<file path="src/rtl/rr_grant_encoder.sv">
// rr_grant_encoder: round-robin request picker that offers a held grant (index + one-hot) until acknowledged.
// Optional macro RR_ENC_LOCK_EN adds a LOCK state that keeps the grant after ack while its request stays high.
module rr_grant_encoder #(
    parameter int WIDTH = 4,
    parameter int IDX_W = 2
) (
    input  logic             clk,
    input  logic             rst,
    input  logic [WIDTH-1:0] req,
    input  logic             ack,
    output logic             grant_valid,
    output logic [IDX_W-1:0] grant_idx,
    output logic [WIDTH-1:0] grant_onehot,
    output logic             load
);
    typedef enum logic [1:0] {IDLE, OFFER, LOCK} state_t;
    state_t           state_q;
    logic [IDX_W-1:0] ptr_q, grant_idx_q, pick_idx, ptr_nxt, j;
    logic [WIDTH-1:0] grant_onehot_q;
    logic             grant_valid_q, load_q, hold, done;
    int               s;
    assign grant_valid  = grant_valid_q;
    assign grant_idx    = grant_idx_q;
    assign grant_onehot = grant_onehot_q;
    assign load         = load_q;
    // Rotating priority scan from ptr (highest offset first so the nearest requester wins), plus release decode.
    always_comb begin
        pick_idx = '0;
        s        = 0;
        j        = '0;
        for (int k = WIDTH - 1; k >= 0; k--) begin
            s = int'(ptr_q) + k;
            s = (s >= WIDTH) ? s - WIDTH : s;
            j = IDX_W'(s);
            if (req[j]) pick_idx = j;
        end
        ptr_nxt = (int'(grant_idx_q) >= WIDTH - 1) ? '0 : grant_idx_q + 1'b1;
`ifdef RR_ENC_LOCK_EN
        hold = req[grant_idx_q];
`else
        hold = 1'b0;
`endif
        done = (state_q == OFFER && ack && !hold) || (state_q == LOCK && !req[grant_idx_q]);
    end
    // Grant FSM with registered outputs; a release advances the pointer and clears the grant.
    always_ff @(posedge clk or negedge rst) begin
        if (!rst) begin
            state_q        <= IDLE;
            ptr_q          <= '0;
            grant_idx_q    <= '0;
            grant_onehot_q <= '0;
            grant_valid_q  <= 1'b0;
            load_q         <= 1'b0;
        end else begin
            load_q <= 1'b0;
            if (state_q == IDLE && |req) begin
                grant_idx_q    <= pick_idx;
                grant_onehot_q <= WIDTH'(1) << pick_idx;
                grant_valid_q  <= 1'b1;
                load_q         <= 1'b1;
                state_q        <= OFFER;
            end
            if (state_q == OFFER && ack && hold) state_q <= LOCK;
            if (done) begin
                ptr_q          <= ptr_nxt;
                grant_valid_q  <= 1'b0;
                grant_onehot_q <= '0;
                state_q        <= IDLE;
            end
        end
    end
endmodule

</file>
<file path="config.mk">
export PLATFORM = sky130hd
export DESIGN_NAME = rr_grant_encoder
export DESIGN_NICKNAME = d
export VERILOG_FILES = /design/src/rtl/rr_grant_encoder.sv
export SDC_FILE = /design/constraint.sdc
export NUM_CORES = 1
export LEC_CHECK = 0
export ABC_AREA = 1
export CORE_MARGIN = 4
export CORE_UTILIZATION = 25
export DETAILED_ROUTE_END_ITERATION = 6
export GPL_TIMING_DRIVEN = 0
export PLACE_DENSITY = 0.43
export SLEW_MARGIN = 20
export SYNTH_ARGS = -nofsm -noshare
export SYNTH_HDL_FRONTEND = slang
export SYNTH_SLANG_ARGS = --single-unit
</file>
<file path="constraint.sdc">
create_clock -name clk -period 1.9 [get_ports clk]
set_input_delay 0.57 -clock clk [delete_from_list [all_inputs] [get_ports clk]]
set_output_delay 0.57 -clock clk [all_outputs]
set_load 0.03 [all_outputs]
</file>
[Yosys cells after proc, flatten, opt, wreduce, memory -nomap -nowiden]
Cells that the tools add are included.
Operators by class
  $add $sub $neg: 8
  multiply operators: 0
  divide/modulo/power cells: 0
  order comparisons: 10
  equality and inequality tests: 2
  shift-type cells: 1
  muxes and demuxes: 26
  bitwise gates (word level): 0
  reductions and logical operators: 8
Operators by type and width (number)
  2-bit two-way mux: 11
  2-bit by 3-bit less-than comparator with 1-bit output (second input constant): 5
  1-bit binary-select mux with 2-bit select: 5
  3-bit >= comparator (second input constant): 3
  1-bit two-way mux: 8
  4-bit two-way mux: 2
  2-bit by 1-bit subtractor with 2-bit output (second input constant): 4
  2-bit by 2-bit adder with 3-bit output (second input constant): 2
  4-bit OR reduction: 1
  1-bit by 2-bit << shifter with 4-bit output (first input constant): 1
  2-bit by 1-bit adder with 3-bit output (second input constant): 1
  2-bit by 3-bit >= comparator with 1-bit output (second input constant): 1
  1-bit logical AND: 3
  2-bit by 1-bit adder with 2-bit output (second input constant): 1
  2-bit by 1-bit == test with 1-bit output (second input constant): 1
  2-bit == test (second input constant): 1
  2-bit >= comparator (second input constant): 1
  2-bit zero test: 1
  2-bit nonzero test: 1
  1-bit zero test: 1
  1-bit logical OR: 1
Storage, ports and cells
  register bits: 12
  latch bits: 0
  RAM bits: 0
  bits in read-only memories: 0
  input bits: 7
  output and inout bits: 8
  word-level logic and storage cells: 61
  memories kept: 0

[Longest topological paths before layout]
Gate-level depths: netlist of the first run.
  depth after elaboration: 12
  gate-level depth with buffers: 11

[Worst setup path before layout of the first run]
No wires, ideal clock.
  path kind: input port to flip-flop
  start point: in req[1]
  end point: reg grant_onehot_q[0] (netlist: grant_onehot[0])
  arrival time: 1293 ps
  data required time: 1834 ps
  slack: 541 ps
  stages: 5
  buffers on the path: 0
  cells stage by stage: nor2_1 -> a31oi_4 -> a21oi_1 -> nand2_1 -> nand2_1
Between the ends
  cells in the longest elaborated chain, start to end: 9
  elaborated cells between the ends (all ways): 23
Ends and longest elaborated chain
  start: declaration: RTL line 9  | input logic [WIDTH-1:0] req,
  1-bit binary-select mux with 2-bit select: RTL line 35  | if (req[j]) pick_idx = j;
  1-bit two-way mux (implied by the code): RTL line 35
  2-bit two-way mux (4 in a row): RTL line 35
  1-bit by 2-bit << shifter with 4-bit output: RTL line 58  | grant_onehot_q <= WIDTH'(1) << pick_idx;
  4-bit two-way mux: RTL line 56  | if (state_q == IDLE && |req) begin
  4-bit two-way mux: RTL line 64  | if (done) begin
  end signal: assignment: RTL line 58
  end: declaration: RTL line 19  | logic [WIDTH-1:0] grant_onehot_q;
Parallel ways exist; a longest one is shown, timed or not. The select of a mux whose other input is x is not followed.
A chain may end at the register's enable or synchronous reset.

[Final worst setup path of the first run]
  start point: reg grant_onehot_q[3] (netlist: grant_onehot[3])
  end point: out grant_onehot[3]
RTL lines
  end: declaration: RTL line 13  | output logic [WIDTH-1:0] grant_onehot,
No word-level cell between the ends.

==> implementation parameters, run 1 <==
Parameter                              Value

Setup path
  Element type at the critical path end ... output port
  Crit path launch type ... register
  Depth of the most critical reg-to-reg path ... 10
  Kind of critical path ... reg2out
  Worst reg2reg path startpoint ... ptr_q[1]
  Largest fanout of any net on the critical path ... 2
  Data required time of the worst path ... between 1 and 1.5 ns
  Data arrival, critical path ... about 1.3 ns
  Reg-to-Reg End ... grant_onehot[3]
  Largest delay contributor family on the critical path ... buffers and inverters
  Cell chain of the critical path ... clkdlybuf4s50_1
  Highest-delay cell along the critical path ... sky130_fd_sc_hd__clkdlybuf4s50_1
  Delay of the slowest cell on the worst path ... 0.67 ns
  Setup slack, reg-to-reg ... 0.51 ns
  Buffers plus inverters on the worst setup path ... 1

Drt
  Remaining routing DRC violations ... 0
  Initial DRC Count ... 8
  Mean routed wirelength per cell ... approximately 11 µm
  Via/cell ratio ... 4.448
  Total Wirelength ... about 1500 µm
  Drt pass-1 iters ... 3
  Vias post-DR ... ~600
  Post-route antenna net violation count ... 0

Clocking
  Number of levels the H-tree was split into ... 1
  Clock tree root buffer cell ... sky130_fd_sc_hd__clkbuf_4
  CTS tree ... built
  TritonCTS buffer count ... 3
  Setup bufs post-CTS ... 0
  Clock transition at the registers of the reported paths ... roughly 0.06 ns
  Clock sink total ... 10
  Number of buffers on the longest clock path ... 2
  Clock latency on the worst-skew pair ... 0.26 ns

Pwr
  Part of the power in the clock network ... 0.097
  Power per unit of standard cell area ... approximately 1700 nW/µm²
  Part of the power in combinational logic ... 0.633
  Max VDD drop ... 0.8082 mV
  Static leakage power ... around 0.45 nW
  Share of total power consumed by net switching ... 0.5059
  Internal ... between 0.0007 and 0.0008 W
  Net Sw Power ... roughly 0.00073 W
  Proportion of power drawn by flip-flops and latches ... 0.269
  Final Power ... 0.001442 W

Worst hold path
  Worst-case hold path end point ... grant_onehot[1]
  Worst hold path cell count ... 2
  Class of the tightest hold or removal check ... reg2reg
  Launch point of the worst hold path ... grant_onehot[1]

Logic synthesis
  Adder-cell share of the synthesized area ... 0.01961
  Cell Area, Synth ... around 640 µm²
  Yosys synthesis warning count ... 0
  Post-synthesis sequential area ratio ... 0.3922
  Post-synthesis xor/xnor area fraction ... 0
  Proportion of synthesized area in mux cells ... 0
  Post-Syn Nets ... 95
  Distinct cell type count of the synthesized netlist ... 18
  Number of standard cells after synthesis ... slightly below 90
  FF+latch count, synth ... 10
  Simple logic cell fraction of the synthesized area ... 0.4275
  Compound-cell area share of the yosys netlist ... 0.08431
  Mean instance size in the synthesized netlist ... around 7.3 µm²
  Main combinational cell family by area after synthesis ... simple AND/OR/NAND/NOR gates

Run
  Max-Cap Viols ... 0

Place
  Total cell area at the placement stage ... between 800 and 900 µm²
  Buffers on Ports ... 14
  Final weighted congestion in routability-driven placement ... 0.7317
  Inst Count DP ... roughly 130
  DP HPWL ... ~1100 µm

STA
  Hold violation count in the final report ... 0
  Max-slew violation count ... 0
  # setup viols final ... 0
  Final worst path period need ... around 1.8 ns
  Share of the cycle needed by the critical path after routing ... 0.9688
  Maximum clock rate ... approximately 540 MHz
  Worst Tran Pin Value ... between 0.4 and 0.5 ns
  Worst hold slack across all endpoints ... around 0.48 ns
  Max Clock Skew ... around 0.0056 ns
  Setup repair after global routing missed its margin ... no
  Worst slew margin relative to its limit ... 0.6794

Outcome
  Run status ... complete, no violations

Layout
  Leading cell type in the layout, fill and taps excluded ... sky130_fd_sc_hd__nand2_1
  Share of post-route cells with drive strength above 1 ... 0.1731
  Area growth syn-to-layout ... 32.35%
  Final instance count without filler cells ... between 100 and 150
  Commonest cells after routing, fill and taps aside ... sky130_fd_sc_hd__nand2_1 (35), sky130_fd_sc_hd__dfrtp_1 (10), sky130_fd_sc_hd__clkdlybuf4s50_1 (10)
  Number of nets in the final layout ... 114
  Post-route standard cell area excluding fillers ... about 840 µm²
  Diodes inserted ... 0
  Final-layout fill cell count ... 273

Global route
  Maximum number of pins on one net before global-route repair ... 11
  First-pass GRT wire length ... 2704 µm
  Vias in the first global route ... between 600 and 700
  Total global routing overflow ... 0
  Gr usage total ... 0.1029
  Initial antenna violation count ... 0

Floorplan
  Initial cell density of the core ... 0.2599
  Row count ... 18
  Die H ... between 50 and 60 µm
  Number of primary I/O pins ... 15
  Die area ... ~3400 µm²
  Core ar. ... about 2500 µm²
  Chip Width ... between 50 and 60 µm
synthesized netlist by cell type:
| cell | n | share of area |
|---|---|---|
| sky130_fd_sc_hd__a31oi_4 | 1 | 0.033 |
| sky130_fd_sc_hd__nor2_1 | 7 | 0.041 |
| sky130_fd_sc_hd__o31ai_1 | 1 | 0.012 |
| sky130_fd_sc_hd__a31oi_1 | 1 | 0.0098 |
| sky130_fd_sc_hd__o21ai_2 | 1 | 0.014 |
| sky130_fd_sc_hd__inv_2 | 1 | 0.0059 |
| sky130_fd_sc_hd__inv_1 | 9 | 0.053 |
| sky130_fd_sc_hd__nor2_2 | 1 | 0.0098 |
| sky130_fd_sc_hd__nor2_4 | 1 | 0.018 |
| sky130_fd_sc_hd__nand3_2 | 3 | 0.047 |
| sky130_fd_sc_hd__buf_6 | 1 | 0.018 |
| sky130_fd_sc_hd__dfrtp_1 | 10 | 0.39 |
| sky130_fd_sc_hd__ha_1 | 1 | 0.020 |
| sky130_fd_sc_hd__nand3_1 | 6 | 0.047 |
| sky130_fd_sc_hd__a21oi_1 | 2 | 0.016 |
| sky130_fd_sc_hd__nand2_2 | 5 | 0.049 |
| sky130_fd_sc_hd__nand4_1 | 1 | 0.0098 |
| sky130_fd_sc_hd__nand2_1 | 35 | 0.21 |
how the worst max path moves through the flow:
stage | start | end | slack [ns] | cells past startpoint
floorplan | req[1] | grant_onehot[0] | 0.54 | 5
global placement | req[1] | grant_onehot[2] | -0.20 | 6
detailed placement | req[1] | grant_onehot[2] | -0.22 | 6
CTS | grant_idx[1] | grant_idx[1] | 0.007 | 1
global route | grant_onehot[0] | grant_onehot[0] | 0.002 | 1
finish | grant_onehot[3] | grant_onehot[3] | 0.06 | 1
layer usage:
layer,vias up,share of wire,GRT usage
met5,-,0,0
met1,275,0.48,0.1409
met3,2,0.025,0.01754
met4,0,0.0041,0.04967
li1,312,-,-
met2,7,0.49,0.1563
registers in the layout (all words and copies together) (netlist names):
| signal | count |
|---|---|
| grant_valid | 1 |
| load | 1 |
| grant_onehot | 4 |
| grant_idx | 2 |
| ptr_q | 2 |
power groups by stage:
stage,clock (W),combinational [W],sequential (W)
2_1_floorplan,0,0.000543,0.000508
3_3_place_gp,0,0.000937,0.000391
3_5_place_dp,0,0.000935,0.000391
4_1_cts,0.000148,0.000929,0.000388
5_1_grt,0.000158,0.00104,0.000405
6_report,0.000140,0.000913,0.000389
worst min-delay path, cell delays in order (launching register included):
cell	delay, ns
sky130_fd_sc_hd__dfrtp_1	0.34
sky130_fd_sc_hd__nand2_1	0.05
sky130_fd_sc_hd__nand2_1	0.06
stage by stage:
step           TNS [ns]    util  setup WS (ns)
2_1_floorplan         0       -         0.5414
3_3_place_gp     -1.088  0.3323        -0.2025
3_5_place_dp     -1.120  0.3323        -0.2211
4_1_cts               0  0.3405       0.006781
5_1_grt               0  0.3440       0.002053
6_report              0  0.3440        0.05937
timing repair:
action | in CTS | in global routing
gates cloned | 0 | 0
endpoints found under the hold margin | 0 | 0
hold buffers | 0 | 0
setup endpoints to repair | 2 | 7
resized for setup | 2 | 3
area by class of cell:
type | count | area (µm²) | area share
Tap cell | 30 | 37.54 | 0.04444
Sequential cell | 10 | 250.2 | 0.2963
Inverter | 10 | 37.54 | 0.04444
Multi-Input combinational cell | 66 | 342.8 | 0.4059
Clock buffer | 3 | 22.52 | 0.02667
Timing Repair Buffer | 14 | 142.6 | 0.1689
Buffer | 1 | 11.26 | 0.01333
cells by family (layout without fill, tap and decap cells):
| group | count (synthesis) | count (layout) |
|---|---|---|
| AO/OA/AOI/OAI | 6 | 6 |
| buffers and inverters | 11 | 28 |
| adder cells (fa/ha/maj) | 1 | 1 |
| AND/OR/NAND/NOR | 59 | 59 |
| flip-flops | 10 | 10 |
Power figures use the tool's default switching activity.
==> run 2: changes to the inputs <==
CTS_CLUSTER_SIZE = 12   (was unset)
clock period = 2 ns   (was 1.9 ns; I/O delays follow)
==> run 2 against run 1 <==
Die area stayed put. Via count grew 0.34%. Critical path type unchanged. Largest power group unchanged. Largest cell class unchanged. Count of clock-buffer cells in the layout is the same. Critical endpoint is now grant_idx[1].
==> implementation parameters, run 2 (synthesis gave the netlist of run 1 again) <==
Parameter                              Value

Drt
  Initial DRC Count ... 8
  Mean routed wirelength per cell ... ~11 µm
  Vias post-DR ... about 600
  Via/cell ratio ... between 4 and 5
  Drt pass-1 iters ... 3
  Total Wirelength ... ~1500 µm
  Remaining routing DRC violations ... 0
  Post-route antenna net violation count ... 0

Place
  Worst slack, placed ... -0.1511 ns
  DP HPWL ... between 1000 and 1500 µm
  Buffers on Ports ... 14
  Final weighted congestion in routability-driven placement ... between 0.7 and 0.8

STA
  Worst slew margin relative to its limit ... 0.6791
  # setup viols final ... 0
  Max-slew violation count ... 0
  Final setup slack of the worst path ... ~0.094 ns
  Setup repair after global routing missed its margin ... no
  Final worst path period need ... 1.906 ns
  Share of the cycle needed by the critical path after routing ... 0.9532
  Hold violation count in the final report ... 0
  Worst hold slack across all endpoints ... approximately 0.5 ns
  Maximum clock rate ... 524.5 MHz
  Max Clock Skew ... roughly 0.005 ns
  Worst Tran Pin Value ... approximately 0.48 ns

Global route
  First-pass GRT wire length ... around 2700 µm
  Vias in the first global route ... between 600 and 700
  Gr usage total ... 0.1029
  Total global routing overflow ... 0
  Initial antenna violation count ... 0
  Maximum number of pins on one net before global-route repair ... 11

Clocking
  Clock transition at the registers of the reported paths ... around 0.060 ns
  Number of levels the H-tree was split into ... 1
  Clock tree root buffer cell ... sky130_fd_sc_hd__clkbuf_4
  Number of buffers on the longest clock path ... 2
  Setup bufs post-CTS ... 0
  Clock latency on the worst-skew pair ... 0.26 ns
  Clock sink total ... 10
  CTS tree ... built
  TritonCTS buffer count ... 3

Floorplan
  Die H ... 58.52 µm
  Row count ... 18
  Chip Width ... just under 60 µm
  Die area ... roughly 3400 µm²
  Core ar. ... approximately 2500 µm²
  Number of primary I/O pins ... 15
  Initial cell density of the core ... 0.2599

Worst hold path
  Worst hold path cell count ... 2
  Worst-case hold path end point ... grant_onehot[1]
  Launch point of the worst hold path ... grant_onehot[1]
  Class of the tightest hold or removal check ... reg2reg

Setup path
  Crit path launch type ... register
  Setup slack, reg-to-reg ... 0.61 ns
  Worst reg2reg path startpoint ... ptr_q[1]
  Highest-delay cell along the critical path ... sky130_fd_sc_hd__clkdlybuf4s50_1
  Buffers plus inverters on the worst setup path ... 1
  Total stage count of the critical path ... 1
  Largest delay contributor family on the critical path ... buffers and inverters
  Cell chain of the critical path ... clkdlybuf4s50_1
  Data arrival, critical path ... 1.31 ns
  Depth of the most critical reg-to-reg path ... 10
  Reg-to-Reg End ... grant_onehot[3]
  Element type at the critical path end ... output port
  Delay of the slowest cell on the worst path ... just under 0.7 ns
  Data required time of the worst path ... between 1 and 1.5 ns
  Kind of critical path ... reg2out
  Largest fanout of any net on the critical path ... 3

Layout
  Number of nets in the final layout ... 114
  Final core utilization ... 0.3435
  Flip-flop count of the largest register, all copies and words added ... 4
  Share of post-route cells with drive strength above 1 ... 0.1731
  Final-layout fill cell count ... 271
  Multi-input logic area ... 342.8 µm²
  Sequential cell area ... ~250 µm²
  Diodes inserted ... 0
  Area growth syn-to-layout ... 32.16%
  Commonest cells after routing, fill and taps aside ... sky130_fd_sc_hd__nand2_1 (35), sky130_fd_sc_hd__clkdlybuf4s50_1 (12), sky130_fd_sc_hd__dfrtp_1 (10)
  Leading cell type in the layout, fill and taps excluded ... sky130_fd_sc_hd__nand2_1

Pwr
  Final Power ... around 0.0014 W
  Static leakage power ... roughly 0.44 nW
  Max VDD drop ... 0.7496 mV
  Power per unit of standard cell area ... 1634 nW/µm²

Outcome
  Run status ... complete, no violations

Run
  Max-Cap Viols ... 0
## run 2: cell count changes in the layout (fill, tap and decap cells not counted), sizes merged
cell,previous run,this run
dlymetal6s2s,2,1
clkdlybuf4s50,10,12
dlygate4sd2,2,1
## run 2: worst max path at each step
stage                 start               to  slack (ns)
6_report       grant_idx[1]     grant_idx[1]        0.09
2_1_floorplan        req[1]  grant_onehot[0]        0.61
4_1_cts        grant_idx[0]     grant_idx[0]        0.04
3_3_place_gp         req[1]  grant_onehot[2]       -0.13
3_5_place_dp         req[1]  grant_onehot[2]       -0.15
5_1_grt        grant_idx[1]     grant_idx[1]        0.02
## run 2: where the power goes
part	leakage (nW)	internal, W	switching [W]	total (W)
Combinational	0.305	0.000326	0.000549	0.000875
Clock	0.0138	0.0000692	0.0000637	0.000133
Sequential	0.123	0.000288	0.0000815	0.000370
Total	0.442	0.000684	0.000694	0.00138
## run 2: final cells by class
type	count	area share
Multi-Input combinational cell	66	0.4065
Clock buffer	3	0.02671
Sequential cell	10	0.2967
Timing Repair Buffer	14	0.1677
Buffer	1	0.01335
Tap cell	30	0.04451
Inverter	10	0.04451
## run 2: metal layers
layer  vias to the layer above  GRT usage  wire [µm]
met5                         -          0          0
met4                         0    0.04967          6
met1                       278     0.1409        710
met2                         7     0.1563        725
li1                        311          -          -
met3                         2    0.01754         37
## run 2: worst min-delay path, delay by kind of cell, from the launching register on
family           cells  cell delay, ns
DFF                  1            0.34
and+or+nand+nor      2            0.11
## run 2: per-stage QoR
stage / cells / TNS, ns / area, µm²
6_report: 134 / 0 / 843.3
5_1_grt: 134 / 0 / 843.3
4_1_cts: 134 / 0 / 837.1
3_5_place_dp: 131 / -0.6791 / 815.8
3_3_place_gp: 131 / -0.6354 / 815.8
2_1_floorplan: 87 / 0 / 638.1
## run 2: repair_timing
action / CTS / global route
hold buffers: 0 / 0
endpoints found under the setup margin: 1 / 4
cloned: 0 / 0
resized for setup: 1 / 2
